### config.mk
export PLATFORM = sky130hd
export DESIGN_NAME = dbg_shift_display_flat
export DESIGN_NICKNAME = d
export VERILOG_FILES = /design/src/rtl/dbg_shift_display_pkg.sv /design/src/rtl/dbg_shift_display_if.sv /design/src/rtl/dbg_shift_display_phase_timer.sv /design/src/rtl/dbg_shift_display.sv /design/src/flat_wrapper.sv
export SDC_FILE = /design/constraint.sdc
export NUM_CORES = 1
export LEC_CHECK = 0
export BUFFER_PORTS_ARGS = -buffer_cell sky130_fd_sc_hd__buf_2
export CAP_MARGIN = 20
export CORE_UTILIZATION = 59
export CTS_CLUSTER_SIZE = 25
export DETAILED_ROUTE_END_ITERATION = 16
export HOLD_SLACK_MARGIN = 0.1
export PLACE_DENSITY = 0.79
export REMOVE_ABC_BUFFERS = 1
export SLEW_MARGIN = 40
export SYNTH_ARGS = -nofsm -noshare
export SYNTH_HDL_FRONTEND = slang
export SYNTH_HIERARCHICAL = 1
export SYNTH_SLANG_ARGS = --single-unit
### constraint.sdc
create_clock -name d_clk -period 2.5 [get_ports d_clk]
set_input_delay 0.375 -clock d_clk [delete_from_list [all_inputs] [get_ports d_clk]]
set_output_delay 0.375 -clock d_clk [all_outputs]
set_load 0.03 [all_outputs]
### src/rtl/dbg_shift_display_pkg.sv
// Purpose: shared state encoding, default sizing and counter-width helper for the debug shift display.
// Latency: n/a (declarations only).
// Backpressure: n/a.
package dbg_shift_pkg;

  typedef enum logic [1:0] {
    IDLE     = 2'd0,
    SHIFT_LO = 2'd1,
    SHIFT_HI = 2'd2,
    LATCH    = 2'd3
  } state_t;

  localparam int DEF_DATA_W  = 16;
  localparam int DEF_CLK_DIV = 4;
  localparam int DEF_REFRESH = 65536;

  // Bits needed to hold values 0..n-1, never less than one bit.
  function automatic int cnt_w(input int n);
    return (n <= 2) ? 1 : $clog2(n);
  endfunction

endpackage

### src/rtl/dbg_shift_display_if.sv
// Purpose: debug word in / three-wire LED chain out bundle for dbg_shift_display.
// Latency: n/a (wires only).
// Backpressure: none; o_busy is status only, i_load while busy is queued by the driver.
interface dbg_shift_display_if #(
  parameter int DATA_W = dbg_shift_pkg::DEF_DATA_W
) ();

  logic [DATA_W-1:0] i_data;
  logic              i_load;
  logic              o_sclk;
  logic              o_sdata;
  logic              o_latch;
  logic              o_busy;

  // Source of the debug word (core side).
  modport master (
    output i_data, i_load,
    input  o_sclk, o_sdata, o_latch, o_busy
  );

  // The shift-register driver itself.
  modport slave (
    input  i_data, i_load,
    output o_sclk, o_sdata, o_latch, o_busy
  );

endinterface

### src/rtl/dbg_shift_display_phase_timer.sv
// Purpose: down-counter timing each serial phase; tc flags the last cycle of the phase.
// Latency: load -> tc after CLK_DIV-1 further cycles (phase lasts CLK_DIV cycles).
// Backpressure: none; free-running decrement until zero, reload on demand.
module phase_timer
  import dbg_shift_pkg::*;
#(
  parameter int CLK_DIV = DEF_CLK_DIV
) (
  input  logic d_clk,
  input  logic i_rst,
  input  logic load,
  output logic tc
);

  localparam int         W        = cnt_w(CLK_DIV);
  localparam logic [W-1:0] LOAD_VAL = W'(CLK_DIV - 1);

  logic [W-1:0] cnt;

  // Reload at phase entry, otherwise count down and park at zero.
  always_ff @(posedge d_clk) begin
    if (!i_rst) begin
      cnt <= '0;
    end else if (load) begin
      cnt <= LOAD_VAL;
    end else if (cnt != '0) begin
      cnt <= cnt - 1'b1;
    end
  end

  assign tc = (cnt == '0);

endmodule

### src/rtl/dbg_shift_display.sv
// Purpose: shifts the debug word MSB-first into a 74HC595-style chain, then pulses latch.
// Latency: frame starts on the edge sampling the start condition; busy for 2*CLK_DIV*DATA_W+CLK_DIV cycles.
// Backpressure: none; i_data is sampled only at frame start, i_load while busy is held as pending.
module dbg_shift_display
  import dbg_shift_pkg::*;
#(
  parameter int DATA_W  = DEF_DATA_W,
  parameter int CLK_DIV = DEF_CLK_DIV,
  parameter int REFRESH = DEF_REFRESH
) (
  input  logic              d_clk,
  input  logic              i_rst,
  dbg_shift_display_if.slave bus
);

  localparam int IDX_W = cnt_w(DATA_W);
  localparam int REF_W = cnt_w(REFRESH);

  state_t            state, state_nxt;
  logic [DATA_W-1:0] shadow;
  logic [DATA_W-1:0] last_sent;
  logic [IDX_W-1:0]  bit_idx;
  logic [REF_W-1:0]  refresh_cnt;
  logic              pending;

  logic start;
  logic tc;
  logic timer_load;
  logic idx_dec;
  logic sclk_nxt, sdata_nxt, latch_nxt, busy_nxt;

  phase_timer #(.CLK_DIV(CLK_DIV)) u_phase_timer (
    .d_clk (d_clk),
    .i_rst (i_rst),
    .load  (timer_load),
    .tc    (tc)
  );

  // A frame goes out after reset, on request, on a new value, or when the refresh interval expires.
  assign start = (state == IDLE) &&
                 (pending || bus.i_load || (bus.i_data != last_sent) ||
                  (refresh_cnt == REF_W'(REFRESH - 1)));

  // Next state and next registered output values; outputs hold unless a phase ends.
  always_comb begin
    state_nxt  = state;
    sclk_nxt   = bus.o_sclk;
    sdata_nxt  = bus.o_sdata;
    latch_nxt  = bus.o_latch;
    busy_nxt   = bus.o_busy;
    timer_load = 1'b0;
    idx_dec    = 1'b0;
    case (state)
      IDLE: begin
        if (start) begin
          state_nxt  = SHIFT_LO;
          sdata_nxt  = bus.i_data[DATA_W-1];
          busy_nxt   = 1'b1;
          timer_load = 1'b1;
        end
      end
      SHIFT_LO: begin
        if (tc) begin
          state_nxt  = SHIFT_HI;
          sclk_nxt   = 1'b1;
          timer_load = 1'b1;
        end
      end
      SHIFT_HI: begin
        if (tc) begin
          sclk_nxt   = 1'b0;
          timer_load = 1'b1;
          if (bit_idx != '0) begin
            idx_dec   = 1'b1;
            sdata_nxt = shadow[bit_idx - 1'b1];
            state_nxt = SHIFT_LO;
          end else begin
            latch_nxt = 1'b1;
            state_nxt = LATCH;
          end
        end
      end
      LATCH: begin
        if (tc) begin
          state_nxt = IDLE;
          latch_nxt = 1'b0;
          busy_nxt  = 1'b0;
          sdata_nxt = 1'b0;
        end
      end
      default: state_nxt = IDLE;
    endcase
  end

  // State, outputs, frame bookkeeping; reset drops everything at once so no partial latch escapes.
  always_ff @(posedge d_clk) begin
    if (!i_rst) begin
      state       <= IDLE;
      bus.o_sclk  <= 1'b0;
      bus.o_sdata <= 1'b0;
      bus.o_latch <= 1'b0;
      bus.o_busy  <= 1'b0;
      shadow      <= '0;
      last_sent   <= '0;
      bit_idx     <= '0;
      refresh_cnt <= '0;
      pending     <= 1'b1;
    end else begin
      state       <= state_nxt;
      bus.o_sclk  <= sclk_nxt;
      bus.o_sdata <= sdata_nxt;
      bus.o_latch <= latch_nxt;
      bus.o_busy  <= busy_nxt;
      if (start) begin
        shadow      <= bus.i_data;
        last_sent   <= bus.i_data;
        bit_idx     <= IDX_W'(DATA_W - 1);
        pending     <= 1'b0;
        refresh_cnt <= '0;
      end else begin
        if (state == IDLE) begin
          refresh_cnt <= refresh_cnt + 1'b1;
        end else if (bus.i_load) begin
          pending <= 1'b1;
        end
        if (idx_dec) begin
          bit_idx <= bit_idx - 1'b1;
        end
      end
    end
  end

endmodule

### src/flat_wrapper.sv
// flat-port wrapper written by rule: the top's interface ports become plain ports
module dbg_shift_display_flat import dbg_shift_pkg::*;
#(
  parameter int DATA_W  = DEF_DATA_W,
  parameter int CLK_DIV = DEF_CLK_DIV,
  parameter int REFRESH = DEF_REFRESH
)
  (d_clk, i_rst, bus_i_data, bus_i_load, bus_o_sclk, bus_o_sdata, bus_o_latch, bus_o_busy);
  dbg_shift_display_if #(.DATA_W(DATA_W)) bus_i ();
  input  logic d_clk;
  input  logic i_rst;
  input wire logic [$bits(bus_i.i_data)-1:0] bus_i_data;
  input wire logic [$bits(bus_i.i_load)-1:0] bus_i_load;
  output wire logic [$bits(bus_i.o_sclk)-1:0] bus_o_sclk;
  output wire logic [$bits(bus_i.o_sdata)-1:0] bus_o_sdata;
  output wire logic [$bits(bus_i.o_latch)-1:0] bus_o_latch;
  output wire logic [$bits(bus_i.o_busy)-1:0] bus_o_busy;
  assign bus_i.i_data = bus_i_data;
  assign bus_i.i_load = bus_i_load;
  assign bus_o_sclk = bus_i.o_sclk;
  assign bus_o_sdata = bus_i.o_sdata;
  assign bus_o_latch = bus_i.o_latch;
  assign bus_o_busy = bus_i.o_busy;
  dbg_shift_display #(.DATA_W(DATA_W), .CLK_DIV(CLK_DIV), .REFRESH(REFRESH)) u_core (.d_clk(d_clk), .i_rst(i_rst), .bus(bus_i));
endmodule
; ---- After elaboration in Yosys (flattened, before gate mapping)
; Cells that the tools add are included.
[word_totals]
reg_bits = 45
in_bits = 19
output_inout_bits = 4
word_cells = 82
[classes]
n_addsub = 3
magnitude_cmp = 1
eq_ne = 11
mux = 33
bitwise_logic = 1
reduce_logical = 23
[op_table]
columns = op, count
row1 = 1-bit two-way mux, 17
row2 = "16-bit by 1-bit adder with 16-bit output, second input constant", 1
row3 = "16-bit equality test, second input constant", 1
row4 = 16-bit inequality test, 1
row5 = 2-bit two-way mux, 7
row6 = 2-bit nonzero test, 7
row7 = "2-bit by 1-bit inequality test with 1-bit output, second input constant", 5
row8 = 4-bit two-way mux, 2
row9 = 1-bit case mux with 2 select lines, 4
row10 = 2-bit case mux with 4 select lines, 1
row11 = 4-bit AND reduction, 2
row12 = 3-bit AND reduction, 2
row13 = "4-bit by 5-bit less-than comparator with 1-bit output, second input constant", 1
row14 = 5-bit AND reduction, 1
row15 = 1-bit binary-select mux with 4-bit select, 1
row16 = "2-bit equality test, second input constant", 2
row17 = 2-bit logical NOT, 2
row18 = 4-bit nonzero test, 1
row19 = 2-bit OR reduction, 2
row20 = "4-bit by 1-bit subtractor with 4-bit output, second input constant", 1
row21 = 1-bit logical OR, 3
row22 = 1-bit case mux with 3 select lines, 1
row23 = 3-bit nonzero test, 1
row24 = "2-bit by 1-bit equality test with 1-bit output, second input constant", 1
row25 = 5 further kinds, 5

; ---- Logic depth before layout (Yosys ltp)
[logic_depth]
word_depth = 7
mapped_depth = 9
depth_no_buf = 8

; ---- Cells and area by module
; Netlist, hierarchy kept.
[modules_own_cells]
columns = module, instances, cells_per_inst, area_each_um2, seq_area_each_um2
row1 = dbg_shift_display, 1, 257, 2331.0, 860.8
row2 = phase_timer, 1, 9, 93.8, 40.0

; ---- Worst setup path before layout
; No wires, ideal clock.
[synth_path]
kind = register -> register
startpoint = reg u_core.bit_idx[0]
endpoint = reg u_core.bus.o_sdata
setup_ps = 122
arrival_time_ps = 2105
required_time_ps = 2378
setup_slack_ps = 273
path_stages_with_launch = 9
n_path_buf = 1
period_less_slack_ps = 2227
path_cell_list = dfxtp_1 -> buf_6 -> inv_1 -> ha_1 -> mux4_1 -> mux2_2 -> o32ai_2 -> a21oi_1 -> o32a_1
[synth_via]
elab_chain_len = 6
elab_cells_between_ends = 9
classes_between = add/sub: 1 / eq/ne: 1 / mux: 5 / reduce/logical: 2
[synth_lines]
columns = item, line_no
row1 = "start, declared", dbg_shift_display.sv:22  ; logic [IDX_W-1:0] bit_idx;
row2 = "start signal, assigned", dbg_shift_display.sv:117  ; bit_idx <= IDX_W'(DATA_W - 1);
row3 = "start signal, assigned", dbg_shift_display.sv:127  ; bit_idx <= bit_idx - 1'b1;
row4 = 4-bit by 1-bit subtractor with 4-bit output, dbg_shift_display.sv:75  ; sdata_nxt = shadow[bit_idx - 1'b1];
row5 = 1-bit binary-select mux with 4-bit select, dbg_shift_display.sv:75
row6 = 1-bit two-way mux (implied by the code), dbg_shift_display.sv:75
row7 = 1-bit two-way mux, dbg_shift_display.sv:73  ; if (bit_idx != '0) begin
row8 = 1-bit two-way mux, dbg_shift_display.sv:70  ; if (tc) begin
row9 = 1-bit case mux with 3 select lines, dbg_shift_display.sv:53  ; case (state)
row10 = "end signal, assigned", dbg_shift_display.sv:111  ; bus.o_sdata <= sdata_nxt;
row11 = "end, declared", dbg_shift_display_if.sv:24  ; output o_sclk, o_sdata, o_latch, o_busy
; Several ways; a longest one is shown, not always the timed one. The select of a mux whose other input is x is not followed.
; A chain may end at the register's enable or synchronous reset.

; ---- Final worst setup path
[layout_path]
startpoint = reg u_core.bit_idx[1]
endpoint = reg u_core.bus.o_sdata
; Same word-level chain as after synthesis.

==> flow_summary.ini <==
[run_status]
status = completed

[floorplan]
dieWidth_um = 66.1
start_util_pct = 63.8
die_area_mm2 = 0.00437
dieHeight_um = 66.1
ios = 23
core-area_mm2 = 0.00380
placementRows = 22

[routing]
routed_wl_um = 4730
vias = 1911
drc = 0
drt_pass1_iterations = 7
routed_via_density = 5.67
wl_per_cell_um = 14.0
drtIter0Drc = 87
final_antenna_net_count = 0

[job]
cap_violations = 0

[logic_synthesis]
synth_seq_area_share_pct = 37.2
synth_cell_type_count = 40
async_flop_share_pct = 0
yosysMostFrequentCell = dfxtp_1
synth.area.top_cells = dfxtp_1 37%, mux2i_1 7.0%, nor2_1 6.8%, xor2_1 5.8%, xnor2_1 5.4%
synth_flop_cell = dfxtp_1
synth_top_cells_by_count = 45 x dfxtp_1, 44 x nor2_1, 17 x mux2i_1
synth_area_leader_cell = dfxtp_1
synth-edff-count = 0
syn_area_mm2 = 0.00242
yosys.area.top_type_share_pct = 37.2
yosysWarnings = 6
syn_inst = 266
ys_ff_latch = 45
syn_avg_cell_area_um2 = 9.12

[global_route]
grt_pass1_wl_um = 7830
antenna_found_initial = 0
grt.overflow.total = 0
grt_pass1_vias = 1752
grt_usage_pct = 23.5
grt_max_degree = 29

[setup_path]
crit_start = u_core/bit_idx[1]
reg2reg_slack_ns = 0.13
critPathRequiredTime_ns = 2.68
cp_max_fo = 5
endpoint_kind = flop
worstPathArrival_ns = 2.56
path_class = flop to flop
cp-start-kind = flop
regToRegStartpoint = u_core/bit_idx[1]

[pwr]
p_leak_uw = 0.00108
ir_drop_mv = 0.530
cellPowerDensity_mw_per_mm2 = 1010

[sta]
fmaxAchievable_mhz = 421
hold_viol = 0
fin_skew_ns = 0.00336
hold_slack_ns = 0.335
finalMaxSlewViolations = 0
layout_min_cycle_time_ns = 2.37
tns_ns = 0
rsz0062_at_grt = no
relSlewSlack_pct = 65.0
worst_pin_slew_ns = 0.525
setup_viol = 0
period_share_pct = 95.0

[final_layout]
drive_above_1_share_pct = 13.5
diodes = 0
nets = 317
areaGrowthSynthToFinish_pct = 8.88

[clocking]
cts_sinks = 45
cts_setup_buffers = 0
clock_path_buffers = 2
cts_tree = yes
htree_levels = 2
cts_resized = 0
insertion_delay_ns = 0.29
path_clk_slew_ns = 0.08
cts-root-buf = clkbuf_8
hold_buffers = 0
cts_buffers = 5

[placement]
dpl.hpwl_um = 3370
portBuffers = 22
gp_congestion = 0.790

[hold_path]
hp-class = input port to flop
worstHoldStart = bus_i_data[11]
==> per-stage QoR <==
step           worst slack, ns  power (µW)  area (µm²)  utilization, %  std cells
4_1_cts                  0.154        2650        2640            69.5        337
3_5_place_dp             0.160        2220        2560            67.4        329
3_3_place_gp             0.222        2190        2560            67.4        329
5_1_grt                 0.0676        2820        2640            69.5        337
2_1_floorplan            0.154        1930        2350               -        254
6_report                 0.126        2660        2640            69.5        337
==> power breakdown <==
part           switching, µW  internal (µW)  leakage, µW
Combinational            682            554     0.000670
Sequential               127            870     0.000370
Clock                    228            199    0.0000395
==> worst max-delay path, cell delays in order (launching register included) <==
cell,delay (ns)
dfxtp_1,0.35
inv_1,0.07
ha_1,0.41
mux4_1,0.60
mux2_2,0.31
o32ai_2,0.12
a21oi_1,0.10
o32a_1,0.30
==> cell usage in the layout, fill, tap and decap left out, types with 5 or more instances in the layout <==
master and n:
nor2_1 44, nand2b_1 6, inv_1 11, xor2_1 16, mux2i_1 17, clkbuf_8 5, a21oi_1 14, buf_4 5
nand4_1 8, nand3_1 7, nand2_1 15, buf_2 22, dfxtp_1 45, ha_1 10, xnor2_1 15
==> kinds of logic after synthesis <==
| family | share of synthesized area [%] |
|---|---|
| mux | 12.3 |
| buf+inv | 4.85 |
| flops | 37.2 |
| fa+ha+maj | 5.16 |
| compound gates | 9.34 |
| xor+xnor | 11.2 |
| simple gates | 20.0 |
==> flip-flops by register name, indices dropped and copies added, names as in the netlist <==
name / cells
u_core/bit_idx: 4
u_core/bus.o_busy: 1
u_core/bus.o_latch: 1
u_core/bus.o_sclk: 1
u_core/bus.o_sdata: 1
u_core/last_sent: 16
u_core/pending: 1
u_core/refresh_cnt: 16
u_core/state: 2
u_core/u_phase_timer/cnt: 2
==> final cells by class <==
class                   instances  area (µm²)
multi-input cells             197        1410
inverters                      12        45.0
flip-flops and latches         45         901
repair buffers                 27         148
fillers                       302        1160
clock buffers                   8        80.1
well taps                      48        60.1
==> path summary, 6_finish.rpt <==
| path | endpoint | cells past startpoint |
|---|---|---|
| max reg2reg | u_core/bus.o_sdata | 7 |
| max | u_core/bus.o_sdata | 7 |
| min | u_core/last_sent[11] | 3 |
| min reg2reg | u_core/refresh_cnt[1] | 2 |
==> per-layer routing <==
metal	vias to the layer above	GRT usage, %	routed length [µm]
li1	957	-	-
met1	887	30.4	2200
met2	60	39.2	2230
met3	7	3.79	243
met4	0	9.04	58
met5	-	0	0
(Power assumes the default switching activity.)
